$ cat src/rtl/fib_seq_ctrl_if.sv
// fib_seq_ctrl_if: register-file port bundle between sequencer and file.
// master drives addresses/write data, slave returns the two read words.
interface fib_seq_ctrl_if #(
   parameter int DATA_W = 8
);
   logic [4:0]        rf_rs;
   logic [4:0]        rf_rt;
   logic [15:0]       rf_out1;
   logic [15:0]       rf_out2;
   logic [1:0]        rf_rd;
   logic [DATA_W-1:0] rf_wdata;
   logic              rf_we;

   modport master (
      output rf_rs,
      output rf_rt,
      output rf_rd,
      output rf_wdata,
      output rf_we,
      input  rf_out1,
      input  rf_out2
   );

   modport slave (
      input  rf_rs,
      input  rf_rt,
      input  rf_rd,
      input  rf_wdata,
      input  rf_we,
      output rf_out1,
      output rf_out2
   );
endinterface

$ cat src/rtl/fib_seq_ctrl.sv
// fib_seq_ctrl: drives a 4-entry register file to compute Fibonacci F(n).
// Define FIB_OVF_STOP_EN to stop on adder carry and flag overflow.
module fib_seq_ctrl #(
   parameter int DATA_W = 8,
   parameter int N_W    = 8
) (
   input  logic              clk,
   input  logic              reset,
   input  logic              start_i,
   input  logic [N_W-1:0]    n_in_i,
   output logic              busy_o,
   output logic              done_o,
   output logic [DATA_W-1:0] result_o,
   output logic              overflow_o,
   fib_seq_ctrl_if.master    rf
);

   typedef enum logic [2:0] {
      S_IDLE,
      S_INIT0,
      S_INIT1,
      S_CALC,
      S_MOV0,
      S_MOV1,
      S_FIN
   } state_e;

   state_e state_q, state_d;

   logic [N_W-1:0]    iter_q, iter_d;
   logic              nzero_q, nzero_d;
   logic              busy_q, busy_d;
   logic              done_q, done_d;
   logic [DATA_W-1:0] result_q, result_d;
   logic              ovf_q, ovf_d;
   logic              overflow_q, overflow_d;

   logic [DATA_W-1:0] a_w, b_w, sum_w;
   logic              carry_w;

   assign a_w = rf.rf_out1[DATA_W-1:0];
   assign b_w = rf.rf_out2[DATA_W-1:0];

`ifdef FIB_OVF_STOP_EN
   logic [DATA_W:0] sum_full_w;
   assign sum_full_w = {1'b0, a_w} + {1'b0, b_w};
   assign sum_w      = sum_full_w[DATA_W-1:0];
   assign carry_w    = sum_full_w[DATA_W];
`else
   assign sum_w   = a_w + b_w;
   assign carry_w = 1'b0;
`endif

   always_ff @(posedge clk or negedge reset) begin
      if (!reset) begin
         state_q <= S_IDLE;
      end else begin
         state_q <= state_d;
      end
   end

   always_comb begin
      state_d = state_q;
      unique case (state_q)
         S_IDLE:  if (start_i) state_d = S_INIT0;
         S_INIT0: state_d = S_INIT1;
         S_INIT1: state_d = (iter_q == '0) ? S_FIN : S_CALC;
         S_CALC:  state_d = carry_w ? S_FIN : S_MOV0;
         S_MOV0:  state_d = S_MOV1;
         S_MOV1:  state_d = (iter_q == N_W'(1)) ? S_FIN : S_CALC;
         S_FIN:   state_d = S_IDLE;
         default: state_d = S_IDLE;
      endcase
   end

   // Read ports are combinational, so each step reads and writes in one cycle.
   always_comb begin
      rf.rf_rs    = '0;
      rf.rf_rt    = '0;
      rf.rf_rd    = '0;
      rf.rf_wdata = '0;
      rf.rf_we    = 1'b0;
      unique case (state_q)
         S_INIT0: begin
            rf.rf_rd = 2'd0;
            rf.rf_we = 1'b1;
         end
         S_INIT1: begin
            rf.rf_rd    = 2'd1;
            rf.rf_wdata = DATA_W'(1);
            rf.rf_we    = 1'b1;
         end
         S_CALC: begin
            rf.rf_rs    = 5'd0;
            rf.rf_rt    = 5'd1;
            rf.rf_rd    = 2'd2;
            rf.rf_wdata = sum_w;
            rf.rf_we    = ~carry_w;
         end
         S_MOV0: begin
            rf.rf_rs    = 5'd1;
            rf.rf_rd    = 2'd0;
            rf.rf_wdata = a_w;
            rf.rf_we    = 1'b1;
         end
         S_MOV1: begin
            rf.rf_rs    = 5'd2;
            rf.rf_rd    = 2'd1;
            rf.rf_wdata = a_w;
            rf.rf_we    = 1'b1;
         end
         S_FIN: begin
            rf.rf_rs = nzero_q ? 5'd0 : 5'd1;
         end
         default: ;
      endcase
   end

   always_comb begin
      iter_d     = iter_q;
      nzero_d    = nzero_q;
      busy_d     = busy_q;
      done_d     = 1'b0;
      result_d   = result_q;
      ovf_d      = ovf_q;
      overflow_d = overflow_q;
      unique case (state_q)
         S_IDLE: begin
            if (start_i) begin
               iter_d     = (n_in_i == '0) ? '0 : n_in_i - N_W'(1);
               nzero_d    = (n_in_i == '0);
               busy_d     = 1'b1;
               ovf_d      = 1'b0;
               overflow_d = 1'b0;
            end
         end
         S_CALC: begin
            if (carry_w) ovf_d = 1'b1;
         end
         S_MOV1: begin
            iter_d = iter_q - N_W'(1);
         end
         S_FIN: begin
            done_d     = 1'b1;
            busy_d     = 1'b0;
            result_d   = ovf_q ? '1 : a_w;
            overflow_d = ovf_q;
         end
         default: ;
      endcase
   end

   always_ff @(posedge clk or negedge reset) begin
      if (!reset) begin
         iter_q     <= '0;
         nzero_q    <= 1'b0;
         busy_q     <= 1'b0;
         done_q     <= 1'b0;
         result_q   <= '0;
         ovf_q      <= 1'b0;
         overflow_q <= 1'b0;
      end else begin
         iter_q     <= iter_d;
         nzero_q    <= nzero_d;
         busy_q     <= busy_d;
         done_q     <= done_d;
         result_q   <= result_d;
         ovf_q      <= ovf_d;
         overflow_q <= overflow_d;
      end
   end

   assign busy_o     = busy_q;
   assign done_o     = done_q;
   assign result_o   = result_q;
   assign overflow_o = overflow_q;

endmodule

$ cat src/flat_wrapper.sv
// flat-port wrapper written by rule: the top's interface ports become plain ports
module fib_seq_ctrl_flat 
#(
   parameter int DATA_W = 8,
   parameter int N_W    = 8
)
  (clk, reset, start_i, n_in_i, busy_o, done_o, result_o, overflow_o, rf_rf_rs, rf_rf_rt, rf_rf_rd, rf_rf_wdata, rf_rf_we, rf_rf_out1, rf_rf_out2);
  fib_seq_ctrl_if #(.DATA_W(DATA_W)) rf_i ();
  input  logic clk;
  input  logic reset;
  input  logic start_i;
  input  logic [N_W-1:0] n_in_i;
  output logic busy_o;
  output logic done_o;
  output logic [DATA_W-1:0] result_o;
  output logic overflow_o;
  output wire logic [$bits(rf_i.rf_rs)-1:0] rf_rf_rs;
  output wire logic [$bits(rf_i.rf_rt)-1:0] rf_rf_rt;
  output wire logic [$bits(rf_i.rf_rd)-1:0] rf_rf_rd;
  output wire logic [$bits(rf_i.rf_wdata)-1:0] rf_rf_wdata;
  output wire logic [$bits(rf_i.rf_we)-1:0] rf_rf_we;
  input wire logic [$bits(rf_i.rf_out1)-1:0] rf_rf_out1;
  input wire logic [$bits(rf_i.rf_out2)-1:0] rf_rf_out2;
  assign rf_rf_rs = rf_i.rf_rs;
  assign rf_rf_rt = rf_i.rf_rt;
  assign rf_rf_rd = rf_i.rf_rd;
  assign rf_rf_wdata = rf_i.rf_wdata;
  assign rf_rf_we = rf_i.rf_we;
  assign rf_i.rf_out1 = rf_rf_out1;
  assign rf_i.rf_out2 = rf_rf_out2;
  fib_seq_ctrl #(.DATA_W(DATA_W), .N_W(N_W)) u_core (.clk(clk), .reset(reset), .start_i(start_i), .n_in_i(n_in_i), .busy_o(busy_o), .done_o(done_o), .result_o(result_o), .overflow_o(overflow_o), .rf(rf_i));
endmodule
$ cat config.mk
export PLATFORM = sky130hd
export DESIGN_NAME = fib_seq_ctrl_flat
export DESIGN_NICKNAME = d
export VERILOG_FILES = /design/src/rtl/fib_seq_ctrl_if.sv /design/src/rtl/fib_seq_ctrl.sv /design/src/flat_wrapper.sv
export SDC_FILE = /design/constraint.sdc
export NUM_CORES = 1
export LEC_CHECK = 0
export ABC_AREA = 0
export ABC_CLOCK_PERIOD_IN_PS = 2300
export CORE_MARGIN = 10
export CORE_UTILIZATION = 40
export DETAILED_ROUTE_END_ITERATION = 10
export HOLD_SLACK_MARGIN = 0.03
export PLACE_DENSITY = 0.77
export SLEW_MARGIN = 20
export SYNTH_ARGS = -nofsm -noshare
export SYNTH_HDL_FRONTEND = slang
export SYNTH_SLANG_ARGS = --single-unit
export TNS_END_PERCENT = 100
$ cat constraint.sdc
create_clock -name clk -period 2.3 [get_ports clk]
set_input_delay 0.46 -clock clk [delete_from_list [all_inputs] [get_ports clk]]
set_output_delay 0.46 -clock clk [all_outputs]
set_load 0.1 [all_outputs]
# Word-level counts from Yosys, hierarchy flattened
# Cells that the tools add are included.
# Widths: inputs -> output; s select.
dict set report totals {
  output_inout_bits 32
  ff_bits 23
}
dict set report op_classes {
  add_sub_neg 3
  n_reduce_logical 11
  n_mux 18
  eq_ne 8
}
# operator n
set op_table {}
lappend op_table {{$pmux 8 s3} 1}
lappend op_table {{$pmux 3 s6} 1}
lappend op_table {{$logic_not 8->1} 2}
lappend op_table {{$mux 8} 2}
lappend op_table {{$pmux 8 s2} 1}
lappend op_table {{$sub 8x1->8 const B} 2}
lappend op_table {{$pmux 5 s3} 1}
lappend op_table {{$eq 3x3->1 const B} 3}
lappend op_table {{$mux 3} 3}
lappend op_table {{$add 8x8->8} 1}
lappend op_table {{$eq 8x1->1 const B} 1}
lappend op_table {{$eq 3x2->1 const B} 2}
lappend op_table {{$mux 1} 6}
lappend op_table {{$reduce_and 2->1} 3}
lappend op_table {{$reduce_or 5->1} 1}
lappend op_table {{$pmux 1 s2} 2}
lappend op_table {{$pmux 2 s2} 1}
lappend op_table {{$reduce_bool 2->1} 2}
lappend op_table {{$reduce_or 2->1} 2}
lappend op_table {{$eq 3x1->1 const B} 1}
lappend op_table {{$logic_not 3->1} 1}
lappend op_table {{$ne 2x2->1 const B} 1}

# Longest topological paths before layout
# Gate-level depths: netlist of the first run.
dict set report logic_depth {
  depth_word 4
  depth_mapped 9
  ltp_nobuf 9
}

# Worst setup path before layout of the first run
# No wires, ideal clock.
dict set report synth_path {
  kind {register to output}
  start {reg u_core.state_q[2]}
  end {out rf_rf_wdata[6]}
  path_slack_ns -2.867
  arrival_ns 4.707
  n_path_buf 1
  stages_incl_launch_ff 6
  cell_sequence {dfrtp_1 clkbuf_1 nand2b_1 nor2_1 inv_1 o31ai_1}
}
dict set report synth_via {
  elab_chain_cells 3
}
# item line_no
set synth_lines {}
lappend synth_lines {{from (decl)} fib_seq_ctrl.sv:28} ;# state_e state_q, state_d;
lappend synth_lines {{from (signal assigned)} fib_seq_ctrl.sv:58} ;# state_q <= state_d;
lappend synth_lines {{$eq 3x3->1} fib_seq_ctrl.sv:83} ;# unique case (state_q)
lappend synth_lines {{$reduce_or 2->1 (no line)} -}
lappend synth_lines {{$pmux 8 s3 *} fib_seq_ctrl.sv:83}
lappend synth_lines {{to (decl)} flat_wrapper.sv:20} ;# output wire logic [$bits(rf_i.rf_wdata)-1:0] rf_rf_wdata;
# Every way passes the cells marked *; elsewhere a longest branch is shown, timed or not.

# Worst setup path after layout of the first run
dict set report layout_path {
  start {in rf_rf_out2[0]}
  end {out rf_rf_wdata[6]}
}
dict set report layout_via {
  elab_chain_cells 2
}
# item line_no
set layout_lines {}
lappend layout_lines {{from (decl)} flat_wrapper.sv:23} ;# input wire logic [$bits(rf_i.rf_out2)-1:0] rf_rf_out2;
lappend layout_lines {{$add 8x8->8} fib_seq_ctrl.sv:50} ;# assign sum_w = a_w + b_w;
lappend layout_lines {{$pmux 8 s3} fib_seq_ctrl.sv:83}
# No other way between the ends.

==> results_dict.tcl, run 1 <==
set metrics [dict create \
    io_pins 75 \
    ys_seq_elements 22 \
    hold_class "primary input to flip-flop" \
    ff2ff_path_depth 8 \
    antenna_found_initial 0 \
    hold_buffers 0 \
    grt_max_degree 23 \
    hp-start "rf_rf_out1[0]" \
    crit_type "primary input to output pin" \
    synth-seq-area-share 0.320 \
    max_cap_violations 0 \
    drt_first_pass_iters 4 \
    wl_mm 5.85 \
    fillers 297 \
    synth_top_area_share 0.320 \
    grt-ovfl-total 0 \
    via_per_inst 5.36 \
    layout-drive-gt1-share 0.370 \
    grt_pass1_wl_mm 9.27 \
    vdd_drop_max_uv 833 \
    synthFlopType "dfrtp_1" \
    clock.fmax_mhz 372 \
    fin_crit_ns 2.69 \
    synthCells 213 \
    drtIter0Drc 126 \
    hold_depth 4 \
    hold_viol 0 \
    yosysMostFrequentCell "nand2_1" \
    critical_path_arrival_ns 2.23 \
    ys_top_cells_by_count "nand2_1 (46), dfrtp_1 (22), o21ai_0 (21)" \
    synthArstFlopShare 1.00 \
    fin_util 0.710 \
    reg2reg_from "u_core.state_q[2]" \
    n_antenna_cell 0 \
    status "complete, but fails checks" \
    rows 23 \
    die_height_um 85.6 \
    core_area_mm2 0.00409 \
    yosys_warnings 0 \
    cp-startpoint "rf_rf_out2[0]" \
    area_delta_synth_final_pct 68.5 \
    rsz0062_at_grt "true" \
    avgSynthCellArea_um2 8.08 \
    yosysTopAreaCell "dfrtp_1" \
    synth_cell_types 47 \
    power_per_cell_area_mw_per_mm2 1480 \
    die_x_um 85.6 \
    clock-root-buffer "clkbuf_8" \
    final.period_utilization 1.17 \
    cts_max_level 1 \
    netlist_top_cells_area "dfrtp_1 (32%), nand2_1 (10%), ha_1 (8.0%), o21ai_0 (6.1%), buf_4 (3.9%)" \
    ant_nets 0 \
    clkTransAtPathRegs_ns 0.09 \
    worstPathMaxFanout 2 \
    finalWorstSetupSlack_ns -0.386 \
    setup-tns-final_ns -0.882 \
    drc 0 \
    cp.required_ns 1.84 \
    wire_per_inst_um 17.1 \
    cts_made_buffers 3 \
    p_leak_nw 1.27 \
    grt_pass1_vias 1911 \
    clock-sinks 22 \
    cts_buffer_depth 2 \
    failed_checks "setup timing" \
    fin_cells 342 \
    die_area_mm2 0.00733 \
    num-nets-final 348 \
    setup_viol 4 \
    cts_tree "yes" \
    endpoint_kind "output pin" \
    syn_area_mm2 0.00172 \
    clock_skew_ns 0.00749 \
    crit_path_start_kind "primary input" \
    worstSkewPairLatency_ns 0.27 \
    start_util 0.421 \
    reg2reg_slack_ns 0.27 \
    vias 1832 \
    place_inst 334 \
    gp_congestion 0.862 \
    io_buffers 50 \
    grt_usage 0.152 \
    dp_hpwl_mm 4.10 \
    synth_edf_count 0 \
    slew_viol_final 0 \
]
flip-flops by register name, indices dropped and copies added, names as in the netlist:
register	cells
u_core.busy_o	1
u_core.done_o	1
u_core.iter_q	8
u_core.nzero_q	1
u_core.result_o	8
u_core.state_q	3
cell usage in the layout, fill, tap and decap left out, types with 2 or more instances in the layout:
master	count
nand2_1	46
buf_4	40
dfrtp_1	22
clkdlybuf4s50_1	16
buf_12	14
o21ai_0	11
nor3_1	9
inv_1	8
conb_1	8
a21oi_1	7
nor2_1	7
ha_4	7
o21ai_4	6
o21a_1	4
nand3_1	4
xor2_1	4
ha_1	4
dlygate4sd2_1	4
inv_2	3
a21o_1	3
a21oi_2	3
o21ai_1	3
o31ai_1	3
clkbuf_8	3
nand2b_4	2
clkinvlp_4	2
xor2_2	2
o21ai_2	2
xnor2_1	2
mux2i_1	2
o22ai_1	2
buf_8	2
power by group:
part | switching, mW | leakage, nW | internal (mW)
registers | 0.151 | 0.262 | 0.566
clock network | 0.139 | 0.0357 | 0.233
logic | 2.22 | 0.977 | 0.979
worst max-delay path, stage by stage:
cell and delay [ns]:
buf_8 0.08, ha_4 0.13, inv_2 0.03, fa_2 0.37, nor2b_4 0.12, o21ai_2 0.07
a21boi_1 0.19, o21a_1 0.20, nor3_4 0.07, o31ai_4 0.29, buf_12 0.21
worst paths after layout:
check                                     end
max                            rf_rf_wdata[6]
min                        u_core.result_o[0]
max reg2reg                  u_core.iter_q[5]
min reg2reg                u_core.result_o[7]
max in group asynchronous    u_core.iter_q[1]
min in group asynchronous      u_core.nzero_q
logic make-up (layout without fill, tap and decap cells):
logic type               count (synthesis)  in the layout  share of synthesized area
adder cells (fa/ha/maj)                 12             12                     0.0916
AO/OA/AOI/OAI                           55             55                      0.200
buffers and inverters                   28            100                     0.0858
flip-flops                              22             22                      0.320
XOR/XNOR                                 9              9                     0.0458
multiplexers                             3              3                     0.0182
other                                    1              8                    0.00218
AND/OR/NAND/NOR                         83             83                      0.237
metrics by stage:
stage	power, mW	instance area (um^2)	hold slack [ns]	setup WS [ns]
6_report	4.28	2900	0.478	-0.386
5_1_grt	4.45	2900	0.493	-0.467
4_1_cts	4.24	2810	0.487	-0.347
3_5_place_dp	3.83	2640	0.465	-0.854
3_3_place_gp	3.78	2640	0.459	-0.792
2_1_floorplan	2.90	1860	0.164	-0.790
final cells by class:
cell class	instances	area [um^2]	area share
multi-input cells	170	1300	0.449
repair buffers	81	848	0.292
flip-flops and latches	22	551	0.190
inverters	15	65.1	0.0224
well taps	50	62.6	0.0216
clock buffers	3	41.3	0.0142
clock inverters	1	30.0	0.0103
layer usage:
| metal | up-vias | track usage | part of all wire |
|---|---|---|---|
| met3 | 6 | 0.0293 | 0.050 |
| met4 | 0 | 0.0509 | 0.011 |
| met1 | 883 | 0.167 | 0.39 |
| li1 | 876 | - | - |
| met5 | - | 0 | 0 |
| met2 | 67 | 0.283 | 0.55 |
timing repair:
action / 4_1_cts / 5_1_grt
buffers inserted: 2 / 2
setup endpoints to repair: 7 / 8
pin swaps: 17 / 13
endpoints found under the hold margin: 0 / 0
resized for setup: 42 / 15
(Power assumes the default switching activity.)
==> inputs of run 2 (changes only) <==
--- a/config.mk
+++ b/config.mk
@@ -10,6 +10,7 @@
 export CORE_MARGIN = 10
 export CORE_UTILIZATION = 40
 export DETAILED_ROUTE_END_ITERATION = 10
+export GPL_TIMING_DRIVEN = 0
 export HOLD_SLACK_MARGIN = 0.03
 export PLACE_DENSITY = 0.77
 export SLEW_MARGIN = 20
==> results_dict.tcl, run 2 (synthesis gave the netlist of run 1 again) <==
set metrics [dict create \
    status "complete, but fails checks" \
    failed_checks "setup timing" \
    dp_hpwl_mm 3.75 \
    path_buf_inv 3 \
    slew_headroom 0.322 \
    final.period_utilization 1.18 \
    clock-sinks 22 \
    start_util 0.421 \
    cp_slowest_cell "fa_2" \
    clock_skew_ns 0.00401 \
    reg2reg_slack_ns 0.49 \
    grt_max_degree 23 \
    core_area_mm2 0.00409 \
    fillers 312 \
    crit_chain "buf_8 -> ha_4 -> inv_2 -> fa_2 -> nor2b_2 -> o21ai_2 -> a21boi_1 -> o21a_1 -> nor3_2 -> o31ai_4 -> buf_12" \
    critical_path_arrival_ns 2.25 \
    grtUsageMet1 0.155 \
    vdd_drop_max_uv 880 \
    crit_path_start_kind "primary input" \
    top_usage_layer "met2" \
    die_area_mm2 0.00733 \
    fin_cells 337 \
    layout-drive-gt1-share 0.338 \
    gr-usage-met2 0.232 \
    die_x_um 85.6 \
    grt-ovfl-total 0 \
    area_delta_synth_final_pct 61.9 \
    max_cap_violations 0 \
    grt_pass1_vias 1679 \
    met3_usage 0.0322 \
    clock-root-buffer "clkbuf_8" \
    slew_viol_final 0 \
    cts_tree "yes" \
    setup_viol 3 \
    gp_congestion 0.817 \
    crit_type "primary input to output pin" \
    hold_buffers 0 \
    reg2reg_from "u_core.state_q[0]" \
    hold_viol 0 \
    rows 23 \
    finalWorstSetupSlack_ns -0.411 \
    cts_made_buffers 3 \
    wl_mm 5.26 \
    ff2ff_path_depth 7 \
    clock.fmax_mhz 369 \
    clkTransAtPathRegs_ns 0.08 \
    p_leak_nw 1.24 \
    num-nets-final 343 \
    mostFrequentLayoutCells "nand2_1 (46), dfrtp_1 (22), buf_4 (21), clkdlybuf4s50_1 (21), o21ai_0 (11)" \
    fin_util 0.682 \
    rsz0062_at_grt "true" \
    worstMarginPinSlew_ns 1.01 \
    drc 0 \
    worstSkewPairLatency_ns 0.26 \
    cp_slowest_stage_delay_ns 0.35 \
    n_antenna_cell 0 \
    grt_usage 0.132 \
    drt_first_pass_iters 4 \
    die_height_um 85.6 \
    endpoint_kind "output pin" \
    timing.rr.end "u_core.iter_q[3]" \
    wire_per_inst_um 15.6 \
    via_per_inst 5.21 \
    layout.cells.most_common "nand2_1" \
    power_per_cell_area_mw_per_mm2 1440 \
    drtIter0Drc 111 \
    worstPathMaxFanout 2 \
    io_buffers 50 \
    cp.required_ns 1.84 \
    io_pins 75 \
    fin_crit_ns 2.71 \
    cpLargestDelayFamily "compound AO/OA/AOI/OAI gates" \
    ant_nets 0 \
    place_inst 320 \
    hold_class "primary input to async pin" \
    cts_buffer_depth 2 \
    cts_max_level 1 \
    grt_pass1_wl_mm 8.10 \
    vias 1755 \
    antenna_found_initial 0 \
]
## run 2: cell types whose count changed in the layout (fill, tap and decap cells not counted), moves of 4 or more
cell / delta
buf_12: -8
clkdlybuf4s50_1: +5
buf_6: +7
buf_4: -19
buf_2: +4
## run 2: layout make-up
type	instances	area (um^2)	share of cell area
sequential	22	551	0.197
timing repair buffer	63	656	0.235
clock buffer	4	55.1	0.0197
buffer	13	106	0.0382
tap	50	62.6	0.0224
multi-input combinational	170	1300	0.465
inverter	15	61.3	0.0220
## run 2: metal layers
| metal | share of wire | vias up |
|---|---|---|
| met3 | 0.045 | 8 |
| met5 | 0 | - |
| met2 | 0.52 | 39 |
| li1 | - | 866 |
| met1 | 0.41 | 842 |
| met4 | 0.017 | 0 |
## run 2: report_power, final
group | internal, mW | total [mW] | switching (mW)
combinational | 0.870 | 3.03 | 2.16
clock | 0.153 | 0.278 | 0.125
sequential | 0.565 | 0.709 | 0.144
## run 2: how the worst max path moves through the flow
| stage | startpoint | to | slack, ns | cells after the start |
|---|---|---|---|---|
| 2_1_floorplan | u_core.state_q[2] | rf_rf_wdata[6] | -0.79 | 5 |
| 3_3_place_gp | rf_rf_out1[0] | rf_rf_wdata[6] | -1.79 | 11 |
| 3_5_place_dp | rf_rf_out1[0] | rf_rf_wdata[6] | -1.81 | 11 |
| 4_1_cts | rf_rf_out1[0] | rf_rf_wdata[6] | -0.35 | 11 |
| 5_1_grt | rf_rf_out1[0] | rf_rf_wdata[6] | -0.46 | 11 |
| 6_report | rf_rf_out1[0] | rf_rf_wdata[6] | -0.41 | 11 |
## run 2: what timing repair did
action / CTS / global route
buffers inserted: 5 / 8
setup endpoints to repair: 14 / 16
resized for setup: 147 / 30
pin swaps: 20 / 10
## run 2: through the flow
| step | TNS (ns) | total power, mW | setup WS [ns] | area [um^2] | hold WS (ns) |
|---|---|---|---|---|---|
| after floorplan | -5.07 | 2.90 | -0.790 | 1860 | 0.164 |
| after global placement | -13.39 | 3.50 | -1.79 | 2430 | 0.459 |
| after detailed placement | -13.76 | 3.53 | -1.81 | 2430 | 0.462 |
| after CTS | -0.400 | 3.92 | -0.352 | 2680 | 0.474 |
| after global routing | -0.715 | 4.20 | -0.464 | 2790 | 0.183 |
| final | -0.512 | 4.02 | -0.411 | 2790 | 0.151 |
==> inputs of run 3 (changes only) <==
--- a/config.mk
+++ b/config.mk
@@ -8,11 +8,12 @@
 export ABC_AREA = 0
 export ABC_CLOCK_PERIOD_IN_PS = 2300
 export CORE_MARGIN = 10
-export CORE_UTILIZATION = 40
+export CORE_UTILIZATION = 35
 export DETAILED_ROUTE_END_ITERATION = 10
 export GPL_TIMING_DRIVEN = 0
 export HOLD_SLACK_MARGIN = 0.03
-export PLACE_DENSITY = 0.77
+export PLACE_DENSITY = 0.69
+export RECOVER_POWER = 25
 export SLEW_MARGIN = 20
 export SYNTH_ARGS = -nofsm -noshare
 export SYNTH_HDL_FRONTEND = slang
==> results_dict.tcl, run 3 (synthesis gave the netlist of run 1 again) <==
set metrics [dict create \
    status "complete, but fails checks" \
    failed_checks "setup timing" \
    antenna_found_initial 1 \
    via_per_inst 4.88 \
    cp.required_ns 1.84 \
    drtIter0Drc 164 \
    hold_class "primary input to async pin" \
    hold_buffers 0 \
    worstSkewPairLatency_ns 0.26 \
    critical_path_arrival_ns 2.15 \
    slew_headroom 0.186 \
    clock.fmax_mhz 383 \
    slew_viol_final 0 \
    clkTransAtPathRegs_ns 0.08 \
    rsz0062_at_grt "true" \
    hold_viol 0 \
    gp_congestion 0.811 \
    grt_pass1_wl_mm 8.49 \
    vdd_drop_max_uv 1430 \
    final.period_utilization 1.13 \
    grt_max_degree 23 \
    cts_max_level 1 \
    io_pins 75 \
    worstMarginPinSlew_ns 1.22 \
    drt_first_pass_iters 4 \
    num-nets-final 340 \
    grt_usage 0.123 \
    place_inst 337 \
    drc 0 \
    start_util 0.362 \
    worstPathMaxFanout 2 \
    cts_buffer_depth 2 \
    layout.cells.most_common "nand2_1" \
    endpoint_kind "output pin" \
    cts_tree "yes" \
    mostFrequentLayoutCells "nand2_1 (46), dfrtp_1 (21), clkdlybuf4s50_1 (20)" \
    grt_pass1_vias 1722 \
    finalWorstSetupSlack_ns -0.308 \
    crit_path_start_kind "primary input" \
    layout-drive-gt1-share 0.338 \
    vias 1718 \
    fin_cells 352 \
    wl_mm 5.18 \
    clock-sinks 22 \
    grt-ovfl-total 0 \
    rows 25 \
    die_x_um 90.1 \
    core_area_mm2 0.00475 \
    p_leak_nw 1.24 \
    io_buffers 50 \
    ant_nets 0 \
    area_delta_synth_final_pct 63.7 \
    wire_per_inst_um 14.7 \
    max_cap_violations 0 \
    dp_hpwl_mm 3.85 \
    power_per_cell_area_mw_per_mm2 1410 \
    crit_type "primary input to output pin" \
    cts_made_buffers 3 \
    die_height_um 90.1 \
    die_area_mm2 0.00812 \
    clock_skew_ns 0.00553 \
    setup_viol 3 \
    clock-root-buffer "clkbuf_8" \
    fin_hold_ws_ns 0.429 \
    fin_crit_ns 2.61 \
]
## run 3: cell types whose count changed in the layout (fill, tap and decap cells not counted), sizes merged
cell	change
buf	-4
clkdlybuf4s15	+1
clkdlybuf4s50	-1
diode	+1
dlygate4sd2	+1
## run 3: through the flow
stage	area (um^2)	worst slack (ns)	total power, mW	setup TNS [ns]	util
after global placement	2450	-1.81	3.51	-13.50	0.515
after CTS	2720	-0.343	3.92	-0.426	0.571
after global routing	2820	-0.364	4.20	-0.586	0.593
after floorplan	1860	-0.790	2.90	-5.07	-
final	2820	-0.308	3.99	-0.446	0.593
after detailed placement	2450	-1.83	3.53	-13.67	0.515
## run 3: timing repair
action,CTS,global route
buffers inserted,6,4
resized for setup,154,24
pin swaps,19,15
endpoints found under the setup margin,14,15
## run 3: power breakdown
group / switching [mW] / internal (mW) / total (mW)
registers: 0.146 / 0.567 / 0.713
logic: 2.14 / 0.844 / 2.99
clock network: 0.132 / 0.153 / 0.285
total: 2.42 / 1.56 / 3.99
## run 3: critical path, stage by stage
cell and delay, ns:
buf_8 0.10, ha_4 0.15, inv_2 0.05, fa_2 0.20
nor2b_2 0.05, o21ai_2 0.14, a21boi_1 0.10, o21a_1 0.20
o21a_1 0.21, o31ai_4 0.27, buf_12 0.21
## run 3: metal layers
metal | up-vias | part of all wire | global-route usage
met5 | - | 0 | 0
met4 | 0 | 0.011 | 0.0146
met3 | 4 | 0.042 | 0.0333
met2 | 39 | 0.50 | 0.213
met1 | 815 | 0.45 | 0.151
li1 | 860 | - | -
## run 3: worst paths after layout
| path | startpoint | end | slack (ns) | depth (start not counted) |
|---|---|---|---|---|
| worst max register to register | u_core.state_q[0] | u_core.iter_q[5] | 0.53 | 7 |
| worst max-delay path | rf_rf_out1[0] | rf_rf_wdata[6] | -0.31 | 11 |
| worst min-delay path | reset | u_core.iter_q[6] | 0.43 | 1 |
| worst min register to register | u_core.result_o[0] | u_core.result_o[0] | 0.48 | 2 |
| max in group asynchronous | reset | u_core.state_q[1] | 1.06 | 1 |
| min in group clk | rf_rf_out1[4] | u_core.result_o[4] | 0.45 | 3 |
## run 3: layout make-up
cell class	instances	area, um^2
fill	412	1940
multi-input combinational	170	1330
timing repair buffer	60	626
sequential	22	552
buffer	13	105
tap	67	83.8
inverter	15	61.3
clock buffer	4	55.1
antenna	1	2.50
